File: config.mk
export PLATFORM = sky130hd
export DESIGN_NAME = redmule_z_store_sequencer
export DESIGN_NICKNAME = d
export VERILOG_FILES = /design/src/rtl/redmule_pkg.sv /design/src/rtl/redmule_z_store_fifo.sv /design/src/rtl/redmule_z_store_sequencer.sv
export SDC_FILE = /design/constraint.sdc
export NUM_CORES = 2
export LEC_CHECK = 0
export CORE_MARGIN = 1.5
export CORE_UTILIZATION = 50
export DETAILED_ROUTE_END_ITERATION = 7
export DONT_BUFFER_PORTS = 1
export PLACE_DENSITY = 0.66
export RECOVER_POWER = 25
export SLEW_MARGIN = 5
export SYNTH_ARGS = -nofsm -noshare
export SYNTH_HDL_FRONTEND = slang
export SYNTH_SLANG_ARGS = --single-unit
export TNS_END_PERCENT = 1
File: constraint.sdc
create_clock -name clk_i -period 36.5 [get_ports clk_i]
set_input_delay 5.475 -clock clk_i [delete_from_list [all_inputs] [get_ports clk_i]]
set_output_delay 5.475 -clock clk_i [all_outputs]
set_load 0.01 [all_outputs]
File: src/rtl/redmule_pkg.sv
// Shared types for the RedMulE Z store path: store configuration and sequencer state.
package redmule_pkg;

  localparam int unsigned ZStoreAw   = 32;
  localparam int unsigned ZStoreCntW = 16;

  typedef enum logic [1:0] {
    IDLE,
    RUN,
    DONE
  } z_store_state_e;

  typedef struct packed {
    logic [ZStoreAw-1:0]   base;
    logic [ZStoreAw-1:0]   row_stride;
    logic [ZStoreAw-1:0]   tile_stride;
    logic [ZStoreCntW-1:0] n_rows;
    logic [ZStoreCntW-1:0] n_tiles;
  } z_store_cfg_t;

endpackage

File: src/rtl/redmule_z_store_fifo.sv
// Small decoupling FIFO holding {data, strobe} Z words; head visible combinationally.
module redmule_z_store_fifo #(
  parameter int unsigned Width = 8,
  parameter int unsigned Depth = 2
) (
  input  logic             clk_i,
  input  logic             rst_ni,
  input  logic             clear_i,
  input  logic             push_i,
  input  logic [Width-1:0] wdata_i,
  input  logic             pop_i,
  output logic [Width-1:0] rdata_o,
  output logic             full_o,
  output logic             empty_o
);

  localparam int unsigned PtrW = (Depth > 1) ? $clog2(Depth) : 1;
  localparam int unsigned CntW = $clog2(Depth + 1);

  logic [Width-1:0] mem_q [Depth];
  logic [PtrW-1:0]  wr_ptr_q, rd_ptr_q;
  logic [CntW-1:0]  cnt_q;
  logic             do_push, do_pop;

  function automatic logic [PtrW-1:0] ptr_inc(input logic [PtrW-1:0] p);
    return (p == PtrW'(Depth - 1)) ? '0 : p + 1'b1;
  endfunction

  assign full_o  = (cnt_q == CntW'(Depth));
  assign empty_o = (cnt_q == '0);
  assign do_pop  = pop_i & ~empty_o;
  // A full FIFO still takes a word when the head leaves in the same cycle.
  assign do_push = push_i & (~full_o | do_pop);
  assign rdata_o = mem_q[rd_ptr_q];

  always_ff @(posedge clk_i or negedge rst_ni) begin
    if (!rst_ni) begin
      wr_ptr_q <= '0;
      rd_ptr_q <= '0;
      cnt_q    <= '0;
    end else if (clear_i) begin
      wr_ptr_q <= '0;
      rd_ptr_q <= '0;
      cnt_q    <= '0;
    end else begin
      if (do_push) wr_ptr_q <= ptr_inc(wr_ptr_q);
      if (do_pop)  rd_ptr_q <= ptr_inc(rd_ptr_q);
      cnt_q <= cnt_q + CntW'(do_push) - CntW'(do_pop);
    end
  end

  always_ff @(posedge clk_i) begin
    if (do_push) mem_q[wr_ptr_q] <= wdata_i;
  end

endmodule

File: src/rtl/redmule_z_store_sequencer.sv
// Turns a stream of strobed Z columns into strided row/tile memory writes over a req/gnt port.
module redmule_z_store_sequencer
  import redmule_pkg::*;
#(
  parameter int unsigned DW        = 288,
  parameter int unsigned AW        = ZStoreAw,
  parameter int unsigned CntW      = ZStoreCntW,
  parameter int unsigned FifoDepth = 2
) (
  input  logic            clk_i,
  input  logic            rst_ni,
  input  logic            clear_i,
  input  logic            start_i,
  input  logic [AW-1:0]   base_addr_i,
  input  logic [AW-1:0]   row_stride_i,
  input  logic [AW-1:0]   tile_stride_i,
  input  logic [CntW-1:0] n_rows_i,
  input  logic [CntW-1:0] n_tiles_i,
  input  logic            z_valid_i,
  input  logic [DW-1:0]   z_data_i,
  input  logic [DW/8-1:0] z_strb_i,
  output logic            z_ready_o,
  output logic            mem_req_o,
  input  logic            mem_gnt_i,
  output logic [AW-1:0]   mem_addr_o,
  output logic [DW-1:0]   mem_wdata_o,
  output logic [DW/8-1:0] mem_be_o,
  output logic            mem_we_o,
  output logic            busy_o,
  output logic            tile_done_o,
  output logic            done_o
);

  localparam int unsigned SW = DW / 8;
  localparam int unsigned FW = DW + SW;

  z_store_state_e    state_q;
  z_store_cfg_t      cfg_q;
  logic [2*CntW-1:0] accepted_q, total_q;
  logic [CntW-1:0]   row_q, tile_q;
  logic [AW-1:0]     row_off_q, tile_off_q;

  logic [FW-1:0] fifo_rdata;
  logic          fifo_full, fifo_empty;
  logic [DW-1:0] head_data;
  logic [SW-1:0] head_strb;
  logic          run, head_live, push, pop, last_row, last_tile;

  redmule_z_store_fifo #(
    .Width (FW),
    .Depth (FifoDepth)
  ) i_fifo (
    .clk_i   (clk_i),
    .rst_ni  (rst_ni),
    .clear_i (clear_i),
    .push_i  (push),
    .wdata_i ({z_data_i, z_strb_i}),
    .pop_i   (pop),
    .rdata_o (fifo_rdata),
    .full_o  (fifo_full),
    .empty_o (fifo_empty)
  );

  assign head_data = fifo_rdata[FW-1:SW];
  assign head_strb = fifo_rdata[SW-1:0];

  assign run       = (state_q == RUN);
  assign busy_o    = run;
  assign z_ready_o = run & ~fifo_full & (accepted_q < total_q);
  assign push      = z_valid_i & z_ready_o;

  // A head with no enabled bytes still consumes its row, just without a request.
  assign head_live = run & ~fifo_empty;
  assign mem_req_o = head_live & (|head_strb);
  assign pop       = head_live & (~(|head_strb) | mem_gnt_i);

  assign mem_we_o    = mem_req_o;
  assign mem_addr_o  = cfg_q.base + tile_off_q + row_off_q;
  assign mem_wdata_o = mem_req_o ? head_data : '0;
  assign mem_be_o    = mem_req_o ? head_strb : '0;

  assign last_row  = (row_q == cfg_q.n_rows - 1'b1);
  assign last_tile = (tile_q == cfg_q.n_tiles - 1'b1);

  always_ff @(posedge clk_i or negedge rst_ni) begin
    if (!rst_ni) begin
      state_q     <= IDLE;
      cfg_q       <= '0;
      accepted_q  <= '0;
      total_q     <= '0;
      row_q       <= '0;
      tile_q      <= '0;
      row_off_q   <= '0;
      tile_off_q  <= '0;
      tile_done_o <= 1'b0;
      done_o      <= 1'b0;
    end else if (clear_i) begin
      state_q     <= IDLE;
      cfg_q       <= '0;
      accepted_q  <= '0;
      total_q     <= '0;
      row_q       <= '0;
      tile_q      <= '0;
      row_off_q   <= '0;
      tile_off_q  <= '0;
      tile_done_o <= 1'b0;
      done_o      <= 1'b0;
    end else begin
      tile_done_o <= 1'b0;
      done_o      <= 1'b0;
      if (push) accepted_q <= accepted_q + 1'b1;
      unique case (state_q)
        IDLE: begin
          if (start_i) begin
            cfg_q       <= '{base: base_addr_i, row_stride: row_stride_i,
                             tile_stride: tile_stride_i, n_rows: n_rows_i,
                             n_tiles: n_tiles_i};
            accepted_q  <= '0;
            total_q     <= {{CntW{1'b0}}, n_rows_i} * {{CntW{1'b0}}, n_tiles_i};
            row_q       <= '0;
            tile_q      <= '0;
            row_off_q   <= '0;
            tile_off_q  <= '0;
            if ((n_rows_i == '0) || (n_tiles_i == '0)) begin
              state_q <= DONE;
              done_o  <= 1'b1;
            end else begin
              state_q <= RUN;
            end
          end
        end
        RUN: begin
          if (pop) begin
            if (last_row) begin
              row_q       <= '0;
              row_off_q   <= '0;
              tile_off_q  <= tile_off_q + cfg_q.tile_stride;
              tile_q      <= tile_q + 1'b1;
              tile_done_o <= 1'b1;
              if (last_tile) begin
                state_q <= DONE;
                done_o  <= 1'b1;
              end
            end else begin
              row_q     <= row_q + 1'b1;
              row_off_q <= row_off_q + cfg_q.row_stride;
            end
          end
        end
        DONE:    state_q <= IDLE;
        default: state_q <= IDLE;
      endcase
    end
  end

endmodule
==> results.sh <==
export IMPL_status="finished, final reports clean"
export IMPL_critPathLaunchType="flop"
export IMPL_nFillCells=8826
export IMPL_synth_edf_count=648
export IMPL_relSlewSlack_pct=12.61
export IMPL_synth_xor_area_share_pct=2.843
export IMPL_fp_dieH_um=326.6
export IMPL_dieArea_um2=106700
export IMPL_synth_area_mux_share_pct=6.487
export IMPL_cts_made_buffers=102
export IMPL_place_area_um2=53470
export IMPL_antenna_found_initial=21
export IMPL_yosysTopAreaCell="edfxtp_1"
export IMPL_first_pass_iters=7
export IMPL_cp_arrival_ns=7.35
export IMPL_use_met3_pct=5.423
export IMPL_post_cts_buffers=0
export IMPL_start_util_pct=50.53
export IMPL_layout_cells_non_filler=6020
export IMPL_cts_hold_buf=0
export IMPL_gp_congestion=0.8789
export IMPL_peakVddDrop_v=0.00007646
export IMPL_dieWidth_um=326.6
export IMPL_grt_use_met1_pct=34.82
export IMPL_yosysWarnings=0
export IMPL_clock_path_buffers=3
export IMPL_tightest_slew_ns=1.311
export IMPL_timing_hold_violations_final=0
export IMPL_synth_area_leaders="edfxtp_1, dfrtp_1, fa_1, mux2i_1, ha_1"
export IMPL_setup_viol=0
export IMPL_totalWireLength_um=148100
export IMPL_gr_total_overflow=0
export IMPL_coreArea_um2=103600
export IMPL_drcViolationCount=0
export IMPL_period_share_pct=35.14
export IMPL_place_hpwl_um=109100
export IMPL_cts_num_sinks=944
export IMPL_row_count=118
export IMPL_dp_cells=5795
export IMPL_p_leak_nw=22.62
export IMPL_top_usage_layer="met2"
export IMPL_setup_tns_ns=0
export IMPL_syn_area_um2=52370
export IMPL_grt_max_degree=297
export IMPL_clk_pin_slew_ns=0.06
export IMPL_hold_class="flop to flop"
export IMPL_clk_latency_ns=0.74
export IMPL_cellPowerDensity_nw_per_um2=58.62
export IMPL_stdcell_area_um2=57040
export IMPL_cp_required_ns=31.02
export IMPL_fin_crit_ns=12.83
export IMPL_finalCoreUtilization_pct=55.03
export IMPL_cp_max_fo=132
export IMPL_htree_levels=3
export IMPL_skew_ns=0.08826
export IMPL_cts_root_buf="clkbuf_16"
export IMPL_area_growth_pct=8.917
export IMPL_netlist_instances=4617
export IMPL_grt_pass1_vias=34250
export IMPL_synth_adder_area_share_pct=14.31
export IMPL_max_clock_freq_mhz=77.97
export IMPL_async_flop_share_pct=31.36
export IMPL_final_nets=5439
export IMPL_avgSynthCellArea_um2=11.34
export IMPL_viasPerCell=5.828
export IMPL_cap_violations=0
export IMPL_ctsResizeCount=0
export IMPL_wl_per_cell_um=24.61
export IMPL_ant_nets=0
export IMPL_endpoint_kind="output pin"
export IMPL_via_count=35090
export IMPL_syn_nets=5537
export IMPL_grt_pass1_wl_um=218700
export IMPL_yosysSeqAreaShare_pct=51.30
export IMPL_met2_usage_pct=46.23
export IMPL_synth_compound_area_share_pct=8.155
export IMPL_yosys_most_used_dff="edfxtp_1"
export IMPL_yosys_area_share_simple_pct=13.02
export IMPL_netlist_area_leader_share_pct=37.16
export IMPL_groute_usage_overall_pct=27.32
export IMPL_synth_cell_type_count=84
export IMPL_drt_iter0_drc=3105
export IMPL_drive_gt1_share_pct=5.168
export IMPL_synth_top_family_by_area="adder cells"
export IMPL_worst_setup_path_type="flop to output pin"
export IMPL_rsz0062_at_grt="false"
export IMPL_pin_count=820
export IMPL_slew_violations=0
export IMPL_ys_ff_latch=944
export IMPL_portBuffers=0
export IMPL_cts_tree="built"
[worst paths after layout]
path	cells past startpoint	slack (ns)	from	endpoint
setup / recovery	10	23.68	i_fifo.rd_ptr_q$_DFFE_PN0P_	mem_wdata_o[240]
hold / removal	2	0.49	total_q[22]$_DFFE_PN0P_	total_q[22]$_DFFE_PN0P_
setup reg to reg	10	30.66	i_fifo.rd_ptr_q$_DFFE_PN0P_	done_o$_DFF_PN0_
hold reg to reg	2	0.49	total_q[22]$_DFFE_PN0P_	total_q[22]$_DFFE_PN0P_
max in group asynchronous	0	31.09	rst_ni	cfg_q[22]$_DFFE_PN0P_
min in group asynchronous	0	4.51	rst_ni	total_q[4]$_DFFE_PN0P_
[metrics by stage]
step / hold slack, ns / worst slack, ns / power [W]
global placement: 0.4674 / 24.65 / 0.002294
detailed placement: 0.4760 / 24.49 / 0.002305
floorplan: 0.4432 / 7.645 / 0.002095
finish: 0.4867 / 23.68 / 0.003344
global route: 0.4952 / 23.29 / 0.003564
CTS: 0.4901 / 23.73 / 0.003368
[Yosys cell counts (32+ instances only)]
| cell | count |
|---|---|
| nand4_1 | 45 |
| a21o_1 | 74 |
| edfxtp_1 | 648 |
| o21ai_0 | 77 |
| nor4_1 | 33 |
| nand2_1 | 602 |
| nor3_1 | 34 |
| nor2_1 | 445 |
| clkbuf_1 | 202 |
| and2_1 | 129 |
| dfrtp_1 | 296 |
| inv_1 | 305 |
| xnor2_1 | 98 |
| fa_1 | 228 |
| ha_1 | 234 |
| o21ai_1 | 32 |
| a21oi_1 | 268 |
| xor2_1 | 72 |
| mux2i_1 | 336 |
| nand3_1 | 42 |
[registers in the layout (all words and copies together), names as in the netlist]
register and count:
i_fifo.rd_ptr_q 1, accepted_q 32, cfg_q 128, total_q 32, row_q 16, i_fifo.cnt_q 2, tile_off_q 32, state_q 2
done_o 1, i_fifo.wr_ptr_q 1, i_fifo.mem_q 648, tile_done_o 1, row_off_q 32, tile_q 16
[cell type report]
cell class	instances	area [um^2]	area share, %
antenna	35	87.58	0.1536
clock buffer	126	2703	4.738
clock inverter	64	779.5	1.367
inverter	306	1149	2.014
multi-input combinational	3141	23510	41.21
sequential	944	26870	47.11
tap	1380	1727	3.027
timing repair buffer	24	217.7	0.3817
[power breakdown]
group / internal [W] / switching [W] / leakage, nW
Clock: 0.000610 / 0.000446 / 1.69
Sequential: 0.00120 / 0.0000209 / 9.94
Combinational: 0.000444 / 0.000625 / 11.0
[cell usage in the layout (no fill, tap or decap), types with 42 or more instances in the layout]
cell	Yosys	layout
nand2_1	602	602
clkbuf_16	0	102
xor2_1	72	72
and2_1	129	128
ha_1	234	234
inv_1	305	305
nand3_1	42	42
o21ai_0	77	77
mux2i_1	336	336
nor2_1	445	444
dfrtp_1	296	295
a21oi_1	268	268
edfxtp_1	648	648
nand4_1	45	45
xnor2_1	98	98
a21o_1	74	74
fa_1	228	228
[layer usage]
| metal | vias up | part of all wire (%) |
|---|---|---|
| li1 | 15930 | - |
| met1 | 17680 | 40 |
| met2 | 1250 | 50 |
| met3 | 231 | 7.0 |
| met4 | 0 | 3.6 |
| met5 | - | 0 |
[worst max-delay path, stage by stage, from the launching register on]
cell and delay [ns]:
dfrtp_4 0.92, buf_12 0.56, or4b_2 0.64, o22ai_1 0.19, nor4b_1 0.26, a31oi_1 0.20, nand2b_4 0.68, buf_4 0.85
buf_4 0.69, buf_4 0.86, nor2_1 0.24
[logic make-up (layout without fill, tap and decap cells)]
group | Yosys count | after routing
other | 0 | 35
DFF | 944 | 944
xor gates and xnor gates | 170 | 170
muxes | 339 | 339
AOI/OAI and AO/OA | 675 | 675
buffers and inverters | 532 | 520
and+or+nand+nor | 1495 | 1495
adders and majority gates | 462 | 462
(Power assumes the default switching activity.)
